`src/rtl/booth_r4_seq_mul.sv`:
```
// Sequential radix-4 Booth multiplier: one recoded multiplier digit per clock, start/done handshake.
// Optional build macro BOOTH_EARLY_EXIT_EN finishes as soon as all remaining digits are zero.
module booth_r4_seq_mul #(
  parameter int WIDTH = 32
) (
  input  logic               clock,
  input  logic               clear,
  input  logic               start,
  input  logic               is_signed,
  input  logic [WIDTH-1:0]   a,
  input  logic [WIDTH-1:0]   b,
  output logic               busy,
  output logic               done,
  output logic [2*WIDTH-1:0] z
);

  localparam int E  = WIDTH + 2;
  localparam int N  = E / 2;
  localparam int AW = 2 * WIDTH + 4;
  localparam int KW = $clog2(N + 1);

  typedef enum logic [0:0] {IDLE = 1'b0, RUN = 1'b1} state_t;

  state_t          state_r;
  logic [E:0]      a_sh_r;    // {a_e, 1'b0}, shifted right two bits per step
  logic [AW-1:0]   bm_r;      // extended multiplicand, pre-shifted by 2k
  logic [AW-1:0]   acc_r;
  logic [KW-1:0]   k_r;

  logic [2:0]      triple_s;
  logic [AW-1:0]   pp_s;
  logic [AW-1:0]   acc_next_s;
  logic            last_s;
  logic            finish_s;
  logic [E-1:0]    a_ext_s;
  logic [AW-1:0]   b_ext_s;

  // Operand extension for the accept edge.
  always_comb begin
    a_ext_s = '0;
    b_ext_s = '0;
    if (is_signed) begin
      a_ext_s = {{2{a[WIDTH-1]}}, a};
      b_ext_s = {{(AW-WIDTH){b[WIDTH-1]}}, b};
    end else begin
      a_ext_s = {2'b00, a};
      b_ext_s = {{(AW-WIDTH){1'b0}}, b};
    end
  end

  // Booth digit recoding and accumulation for the current step.
  always_comb begin
    triple_s = a_sh_r[2:0];
    pp_s     = '0;
    case (triple_s)
      3'b000, 3'b111: pp_s = '0;
      3'b001, 3'b010: pp_s = bm_r;
      3'b011:         pp_s = bm_r << 1;
      3'b100:         pp_s = -(bm_r << 1);
      3'b101, 3'b110: pp_s = -bm_r;
      default:        pp_s = '0;
    endcase
    acc_next_s = acc_r + pp_s;
    last_s     = (k_r == KW'(N - 1));
`ifdef BOOTH_EARLY_EXIT_EN
    // Remaining multiplier bits all equal means every later digit recodes to zero.
    finish_s = last_s | (&a_sh_r[E:2]) | ~(|a_sh_r[E:2]);
`else
    finish_s = last_s;
`endif
  end

  // Control FSM, datapath registers and registered outputs.
  always_ff @(posedge clock or posedge clear) begin
    if (clear) begin
      state_r <= IDLE;
      a_sh_r  <= '0;
      bm_r    <= '0;
      acc_r   <= '0;
      k_r     <= '0;
      busy    <= 1'b0;
      done    <= 1'b0;
      z       <= '0;
    end else begin
      case (state_r)
        IDLE: begin
          done <= 1'b0;
          if (start) begin
            a_sh_r  <= {a_ext_s, 1'b0};
            bm_r    <= b_ext_s;
            acc_r   <= '0;
            k_r     <= '0;
            busy    <= 1'b1;
            state_r <= RUN;
          end else begin
            busy    <= 1'b0;
            state_r <= IDLE;
          end
        end
        RUN: begin
          acc_r  <= acc_next_s;
          a_sh_r <= {a_sh_r[E], a_sh_r[E], a_sh_r[E:2]};
          bm_r   <= bm_r << 2;
          k_r    <= k_r + KW'(1);
          if (finish_s) begin
            z       <= acc_next_s[2*WIDTH-1:0];
            busy    <= 1'b0;
            done    <= 1'b1;
            state_r <= IDLE;
          end else begin
            busy    <= 1'b1;
            done    <= 1'b0;
            state_r <= RUN;
          end
        end
        default: begin
          state_r <= IDLE;
          busy    <= 1'b0;
          done    <= 1'b0;
        end
      endcase
    end
  end

endmodule
```
`config.mk`:
```
export PLATFORM = sky130hd
export DESIGN_NAME = booth_r4_seq_mul
export DESIGN_NICKNAME = d
export VERILOG_FILES = /design/src/rtl/booth_r4_seq_mul.sv
export SDC_FILE = /design/constraint.sdc
export NUM_CORES = 1
export LEC_CHECK = 0
export ABC_AREA = 1
export BUFFER_PORTS_ARGS = -buffer_cell sky130_fd_sc_hd__buf_2
export CORE_MARGIN = 5
export CORE_UTILIZATION = 55
export CTS_BUF_LIST = sky130_fd_sc_hd__clkbuf_4 sky130_fd_sc_hd__clkbuf_8
export DETAILED_ROUTE_END_ITERATION = 16
export GPL_TIMING_DRIVEN = 0
export HOLD_SLACK_MARGIN = 0.03
export PLACE_DENSITY = 0.85
export SLEW_MARGIN = 25
export SYNTH_ARGS = -nofsm -noshare
export SYNTH_HDL_FRONTEND = slang
export SYNTH_SLANG_ARGS = --single-unit
```
`constraint.sdc`:
```
create_clock -name clock -period 14.9 [get_ports clock]
set_input_delay 1.49 -clock clock [delete_from_list [all_inputs] [get_ports clock]]
set_output_delay 1.49 -clock clock [all_outputs]
set_load 0.02 [all_outputs]
```
### After elaboration in Yosys (flattened, before gate mapping)

Index checks and enable logic that the tools add are counted.

* reductions and logical operators: 6
* add/subtract/negate cells: 4
* bitwise gates (word level): 1
* eq/ne operators: 9
* multiplexer cells: 16

Operators by type and width (number)
* 68-bit case mux with 5 select lines: 1
* 68-bit case mux with 2 select lines: 2
* 68-bit two-way mux: 3
* 68-bit negation: 2
* 35-bit case mux with 2 select lines: 1
* 68-bit adder: 1
* 35-bit two-way mux: 1
* 34-bit two-way mux: 1
* 3-bit == test (second input constant): 4
* 5-bit case mux with 2 select lines: 1
* 3-bit by 2-bit == test with 1-bit output (second input constant): 2
* 2-bit OR reduction: 3
* 5-bit by 1-bit adder with 5-bit output (second input constant): 1
* 5-bit == test (second input constant): 1
* 5-bit two-way mux: 1
* 1-bit case mux with 2 select lines: 2
* 2-bit AND reduction: 2
* 3-bit by 1-bit == test with 1-bit output (second input constant): 1
* 3-bit zero test: 1
* 1-bit two-way mux: 3
* 2-bit inequality test (second input constant): 1
* 1-bit inverter: 1

* input port bits: 68
* logic and storage cells: 44
* register bits: 242

### Logic depth before layout (Yosys ltp)

Gate-level depths: netlist of the first run.

* depth after elaboration: 5
* depth in mapped cells: 27

### Least setup slack after synthesis of the first run

Ideal clock, no wire load.

* kind: reg2reg
* start point: register bm_r[0]
* end point: register z[47]
* cell stages (with the launch flop): 24
* slack: 11.663 ns
* library setup time: 0.118 ns
* arrival: 3.119 ns
* period minus slack after synthesis: 3.237 ns
* cell sequence: dfrtp_1 > inv_1 > ha_1 > inv_1 > nor2_2 > nand3b_1 > nor2_1 > nand4_1 > nor2_2 > xor2_1 > inv_1 > nand2_1 > nand4_1 > ha_1 > nand2_1 > nor2_1 > inv_1 > nor2_1 > inv_1 > nor2_1 > a21oi_1 > or2_2 > nand3_1 > nand2_1

* cells in the longest elaborated chain, start to end: 3
* elaborated cells between the ends (all ways): 4

RTL lines
* start, declared: line 26 `logic [AW-1:0] bm_r;`
* start signal, assigned: line 90 `bm_r <= b_ext_s;`
* start signal, assigned: line 103 `bm_r <= bm_r << 2;`
* 68-bit negation (on tied branches): line 60, 59
* 68-bit case mux with 5 select lines *: line 55 `case (triple_s)`
* 68-bit adder *: line 63 `acc_next_s = acc_r + pp_s;`
* end signal, assigned: line 106 `z <= acc_next_s[2*WIDTH-1:0];`
* end, declared: line 14 `output logic [2*WIDTH-1:0] z`

Every way passes the cells marked *; elsewhere a longest branch is shown, timed or not.
A chain may end at the register's enable or synchronous reset.

### Final worst setup path of the first run

* start point: register bm_r[0]
* end point: register acc_r[54]

* cells in the longest elaborated chain, start to end: 4
* elaborated cells between the ends (all ways): 5

RTL lines
* 68-bit negation (on tied branches): line 60, 59
* 68-bit case mux with 5 select lines *: line 55
* 68-bit adder *: line 63
* 68-bit case mux with 2 select lines *: line 85 `case (state_r)`
* end signal, assigned: line 101 `acc_r <= acc_next_s;`
* end, declared: line 27 `logic [AW-1:0] acc_r;`

Marked as above.

==> run_results.csv, run 1 <==
group,metric,value,unit
outcome,status,"finished, final reports clean",
clock_network,cts_tree,"yes",
floorplanning,core-area,0.02972,mm^2
clock_network,cts_setup_buffers,0,
clock_network,clock-root-buffer,"clkbuf_8",
floorplanning,dieArea,0.03381,mm^2
global_route,grt_pass1_vias,17288,
synth,yosysUniqueCellTypes,45,
critical_path,startpoint_type,"register",
synth,ys_seq_elements,234,
routing,wl_per_cell,20.37,um
clock_network,clock_latency,0.57,ns
routing,route.detailed.drc,0,
sta,finalCriticalPeriod,4.797,ns
synth,async_reset_ff_share,100.0,%
critical_path,r2r_slack,10.10,ns
sta,hold_slack,0.4723,ns
clock_network,cts_sinks,234,
synth,seq_area_frac_synth,35.21,%
critical_path,worstReg2RegEnd,"acc_r[54]",
sta,slew_headroom,35.88,%
routing,routed_wl,61.48,mm
place,port_buffers,133,
global_route,track_usage,35.81,%
critical_path,arrival,5.24,ns
finish,post_route_cells_drive_above_1_share,9.399,%
sta,finalCritPeriodShare,32.19,%
floorplanning,initial_core_util,55.96,%
synth,synthCells,2420,
clock_network,cts_buffer_depth,3,
clock_network,hold_buffers,0,
critical_path,cp-startpoint,"bm_r[0]",
global_route,antenna_found_initial,0,
critical_path,worstReg2RegStart,"bm_r[0]",
critical_path,reg2regPathDepth,19,
finish,regArea,0.005856,mm^2
synth,syn_nets,2555,
synth,synth-xor-area-share,3.740,%
synth,synth_adder_area_share,5.087,%
flow_run,drv_cap,0,
sta,setup_viol,0,
synth,synth_area,0.01663,mm^2
routing,firstDrtPassIters,9,
place,gp_congestion,1.032,
floorplanning,die_width,183.9,um
synth,muxShareOfSynthArea,0,%
routing,vias_per_cell,6.019,
global_route,met1_usage,50.25,%
finish,num-nets-final,2734,
global_route,grt_max_degree,91,
global_route,grt-ovfl-total,0,
routing,vias,18165,
place,detailedPlacementHpwl,48.97,mm
finish,areaGrowthSynthToFinish,13.08,%
global_route,met3_usage,5.936,%
critical_path,crit_end,"acc_r[54]",
synth,avgSynthCellArea,6.871,um^2
floorplanning,ios,134,
sta,max_freq,0.2085,GHz
hold_path,hp-start,"z[38]",
clock_network,clk_pin_slew,0.07,ns
routing,final_antenna_net_count,0,
routing,drt_iter0_markers,2261,
sta,drv_slew,0,
critical_path,worstSetupEndpointType,"register",
synth,synth-simple-area-share,32.78,%
sta,finClkSkew,0.02709,ns
sta,rsz0062_at_grt,"no",
clock_network,cts_buffers,42,
sta,setup_tns,0,ns
clock_network,cts_resized,0,
finish,final_common_cell,"nand2_1",
finish,mostFrequentLayoutCells,"nand2_1 (730), nor2_1 (267), inv_1 (241)",
synth,synth-compound-area-share,15.76,%
sta,timing_hold_violations_final,0,
clock_network,htreeDepth,2,
synth,synth_warnings,0,
critical_path,crit_type,"register to register",
global_route,met2_usage,55.01,%
finish,final_util,63.27,%
critical_path,required,15.34,ns
global_route,busiest_layer,"met2",
finish,multi_input_area,0.009542,mm^2
synth,ys.flop_type,"dfrtp_1",
finish,n_antenna_cell,0,
finish,fill_cells,2845,
global_route,grt_pass1_wl,94.73,mm
floorplanning,rows,63,
sta,worstMarginPinSlew,0.9618,ns
synth,synth_edf_count,0,
critical_path,worstPathMaxFanout,6,
floorplanning,die_h,183.9,um
synth,synth_top_family_by_area,"simple AND/OR/NAND/NOR gates",
hold_path,hold_path.class,"register to register",
==> metal layers <==
metal | wire (um) | part of all wire (%)
met5 | 0 | 0
met4 | 3243 | 5.3
met3 | 6059 | 9.9
met2 | 26230 | 43
met1 | 25950 | 42
==> through the flow <==
stage          area (um^2)  worst slack, ns  cells
2_1_floorplan        16630            6.992   2420
4_1_cts              18800            10.18   3018
3_5_place_dp         17840            10.17   2945
3_3_place_gp         17780            4.601   2943
6_report             18800            10.10   3018
5_1_grt              18800            9.913   3018
==> sequential cells by signal, indices dropped and copies added (netlist names) <==
register and flops:
z 64, done 1, acc_r 64, a_sh_r 35, state_r 1, bm_r 64
k_r 5
==> worst max-delay path, stage by stage (launching register included) <==
cell       delay, ns
dfrtp_1         0.38
inv_1           0.17
ha_1            0.24
nand2_1         0.12
nor2_1          0.44
nand3_1         0.24
nor4_1          0.35
nand3_1         0.18
nand3_1         0.13
o2111ai_1       0.23
ha_1            0.44
a21oi_1         0.22
o21ai_0         0.18
a21oi_1         0.30
a21boi_0        0.53
nor2_1          0.09
nor2_1          0.15
nand3_1         0.12
nand3_1         0.11
nand2_1         0.05
==> worst min path at each step <==
stage                       endpoint  cells past startpoint
after floorplan           a_sh_r[34]                      2
after global placement         z[44]                      2
after detailed placement       z[53]                      2
after CTS                      z[53]                      2
after global routing           z[53]                      2
final                          z[38]                      2
==> kinds of logic after synthesis <==
group	after synthesis
AND/OR/NAND/NOR	1302
AO/OA/AOI/OAI	418
buffers and inverters	328
flip-flops	234
XOR/XNOR	71
adder cells (fa/ha/maj)	67
==> synthesized netlist by cell type, types with 3 or more instances <==
library cell	instances	area, um^2
nand2_1	730	2740
nor2_1	268	1006
inv_1	242	908.4
dfrtp_1	234	5856
nand3_1	202	1011
o21ai_0	140	700.7
a21oi_1	106	530.5
o221ai_1	70	613.1
clkbuf_1	67	251.5
ha_1	66	825.8
xor2_1	45	394.1
nand4_1	31	193.9
xnor2_1	26	227.7
o22ai_1	24	150.1
o2111ai_1	21	183.9
nor3_1	19	95.09
nand3b_1	17	127.6
buf_1	12	45.04
o211ai_1	10	75.07
o21bai_1	10	75.07
or2_2	10	62.56
a22oi_1	7	52.55
nor2_2	7	43.79
nor4_1	6	37.54
o21a_1	6	45.04
a21o_1	5	37.54
a221o_1	5	50.05
inv_2	4	15.01
a21boi_0	3	22.52
a221oi_1	3	26.28
a31oi_1	3	18.77
==> cell type report <==
type,count,share of cell area (%)
inverter,247,4.971
timing repair buffer,135,3.833
multi-input combinational,1858,50.75
sequential,234,31.14
tap,390,2.595
buffer,81,1.630
clock buffer,56,3.800
clock inverter,17,1.284
Power of run 1 is left out: the tool's default activity adds up to more than one toggle a clock period on the data nets, which glitch-free logic cannot reach.
==> run 2: changes to the inputs <==
Clock period 14.9 ns to 5 ns, I/O delays scaled along.
==> run_results.csv, run 2 (synthesized netlist as in run 1, its figures left out) <==
group,metric,value,unit
hold_path,whs_path_depth,3,
hold_path,hold_path.class,"primary input to register",
sta,timing_hold_violations_final,0,
sta,finClkSkew,0.03428,ns
floorplanning,rows,63,
global_route,grt-ovfl-total,0,
place,gp_congestion,1.010,
global_route,antenna_found_initial,1,
routing,vias_per_cell,6.087,
critical_path,startpoint_type,"register",
flow_run,drv_cap,0,
finish,n_antenna_cell,0,
floorplanning,initial_core_util,55.96,%
clock_network,clock-root-buffer,"clkbuf_8",
global_route,track_usage,37.65,%
global_route,grt_pass1_vias,17815,
sta,setup_viol,0,
sta,finalCritPeriodShare,94.43,%
sta,rsz0062_at_grt,"no",
finish,regArea,0.005856,mm^2
place,port_buffers,133,
routing,route.detailed.drc,0,
critical_path,cp_cell_sequence,"nand2_1, nor2_2, clkinv_1, clkbuf_1, o21ai_0, ha_1, nand2_1, o21ai_0, a21oi_1, nand2_1, nand2_1, nand2_1, a21oi_1, or2_2, nand3_1, nand2_1",
finish,final_common_cell,"nand2_1",
routing,wl_per_cell,21.43,um
routing,routed_wl,64.82,mm
finish,largestRegisters,"acc_r (64), bm_r (64), z (64)",
floorplanning,dieArea,0.03381,mm^2
clock_network,htreeDepth,2,
finish,fill_cells,2764,
critical_path,worstPathMaxFanout,10,
outcome,status,"finished, final reports clean",
critical_path,worstReg2RegEnd,"z[47]",
finish,areaGrowthSynthToFinish,13.57,%
critical_path,reg2regPathDepth,16,
sta,max_freq,0.2118,GHz
sta,setup_tns,0,ns
clock_network,cts_tree,"yes",
floorplanning,die_h,183.9,um
sta,finalCriticalPeriod,4.721,ns
critical_path,crit_top_cell,"nand2_1",
critical_path,required,5.51,ns
place,detailedPlacementHpwl,51.69,mm
global_route,grt_pass1_wl,98.88,mm
critical_path,max_stage_delay,0.61,ns
clock_network,clock_latency,0.60,ns
clock_network,cts_buffers,42,
critical_path,arrival,5.23,ns
global_route,grt_max_degree,35,
finish,num-nets-final,2741,
critical_path,r2r_slack,0.28,ns
clock_network,clk_pin_slew,0.07,ns
critical_path,crit_type,"register to register",
routing,vias,18413,
critical_path,worstSetupEndpointType,"register",
floorplanning,ios,134,
floorplanning,die_width,183.9,um
floorplanning,core-area,0.02972,mm^2
routing,drt_iter0_markers,2017,
finish,mostFrequentLayoutCells,"nand2_1 (730), nor2_1 (266), inv_1 (241)",
sta,drv_slew,0,
routing,final_antenna_net_count,0,
hold_path,whs_endpoint,"a_sh_r[11]",
finish,multi_input_area,0.009550,mm^2
critical_path,worstReg2RegStart,"a_sh_r[0]",
clock_network,cts_sinks,234,
sta,slew_headroom,33.87,%
clock_network,cts_buffer_depth,3,
critical_path,cp_slowest_cell,"o21ai_0",
finish,post_route_cells_drive_above_1_share,9.715,%
hold_path,hp-start,"a[10]",
sta,worstMarginPinSlew,0.9920,ns
routing,firstDrtPassIters,5,
-- run 2: cell types whose count changed in the layout (fill, tap and decap cells not counted), sizes merged --
cell,before,now
dlygate4sd3,0,1
bufinv,6,2
buf,149,155
clkinv,10,12
inv,247,246
clkbuf,123,126
-- run 2: final cells by class --
| cell class | instances | share of cell area, % |
|---|---|---|
| Multi-Input combinational cell | 1858 | 50.57 |
| Clock inverter | 14 | 0.6758 |
| Inverter | 247 | 4.929 |
| Buffer | 81 | 1.630 |
| Timing Repair Buffer | 142 | 4.505 |
| Clock buffer | 59 | 4.101 |
| Tap cell | 390 | 2.584 |
| Sequential cell | 234 | 31.01 |
-- run 2: worst max-delay path by stage --
stage               startpoint  cells after the start  slack (ns)   endpoint
detailed placement     bm_r[1]                     19         0.1      z[54]
CTS                    bm_r[1]                     19        0.09      z[54]
floorplan                clear                      1        1.44  a_sh_r[0]
global route         a_sh_r[2]                     18        0.03      z[54]
finish               a_sh_r[0]                     16        0.28      z[47]
global placement         clear                      2        0.14   bm_r[50]
-- run 2: timing repair --
item                                   4_1_cts  5_1_grt
setup buffers                                0        0
hold buffers                                 1        0
endpoints found under the hold margin       19        0
setup endpoints to repair                    0       14
gates resized for setup                      0        6
-- run 2: worst max-delay path, delay by kind of cell, from the launching register on --
kind,cells,cell delay (ns)
buffers and inverters,2,0.94
AO/OA/AOI/OAI,4,1.37
AND/OR/NAND/NOR,9,1.58
adder cells (fa/ha/maj),1,0.39
flip-flops,1,0.35
-- run 2: routing by layer --
metal | wire length (um) | part of all wire, % | track usage (%) | vias to the layer above
li1 | - | - | - | 8454
met1 | 26490 | 41 | 50.39 | 8676
met2 | 28590 | 44 | 59.10 | 1088
met3 | 6354 | 9.8 | 7.361 | 195
met4 | 3391 | 5.2 | 17.60 | 0
met5 | 0 | 0 | 0 | -
-- run 2: stage by stage --
step	worst slack (ns)	hold WS, ns	area, um^2	util [%]	std cells
after global placement	0.1365	0.4577	17790	59.85	2943
after detailed placement	0.09972	0.4608	17960	60.44	2951
final	0.2787	0.1280	18890	63.55	3025
after global routing	0.02756	0.1281	18890	63.55	3025
after floorplan	1.436	0.4496	16630	-	2420
after CTS	0.09434	0.1066	18870	63.51	3025
Power of run 2 is left out for the same reason.
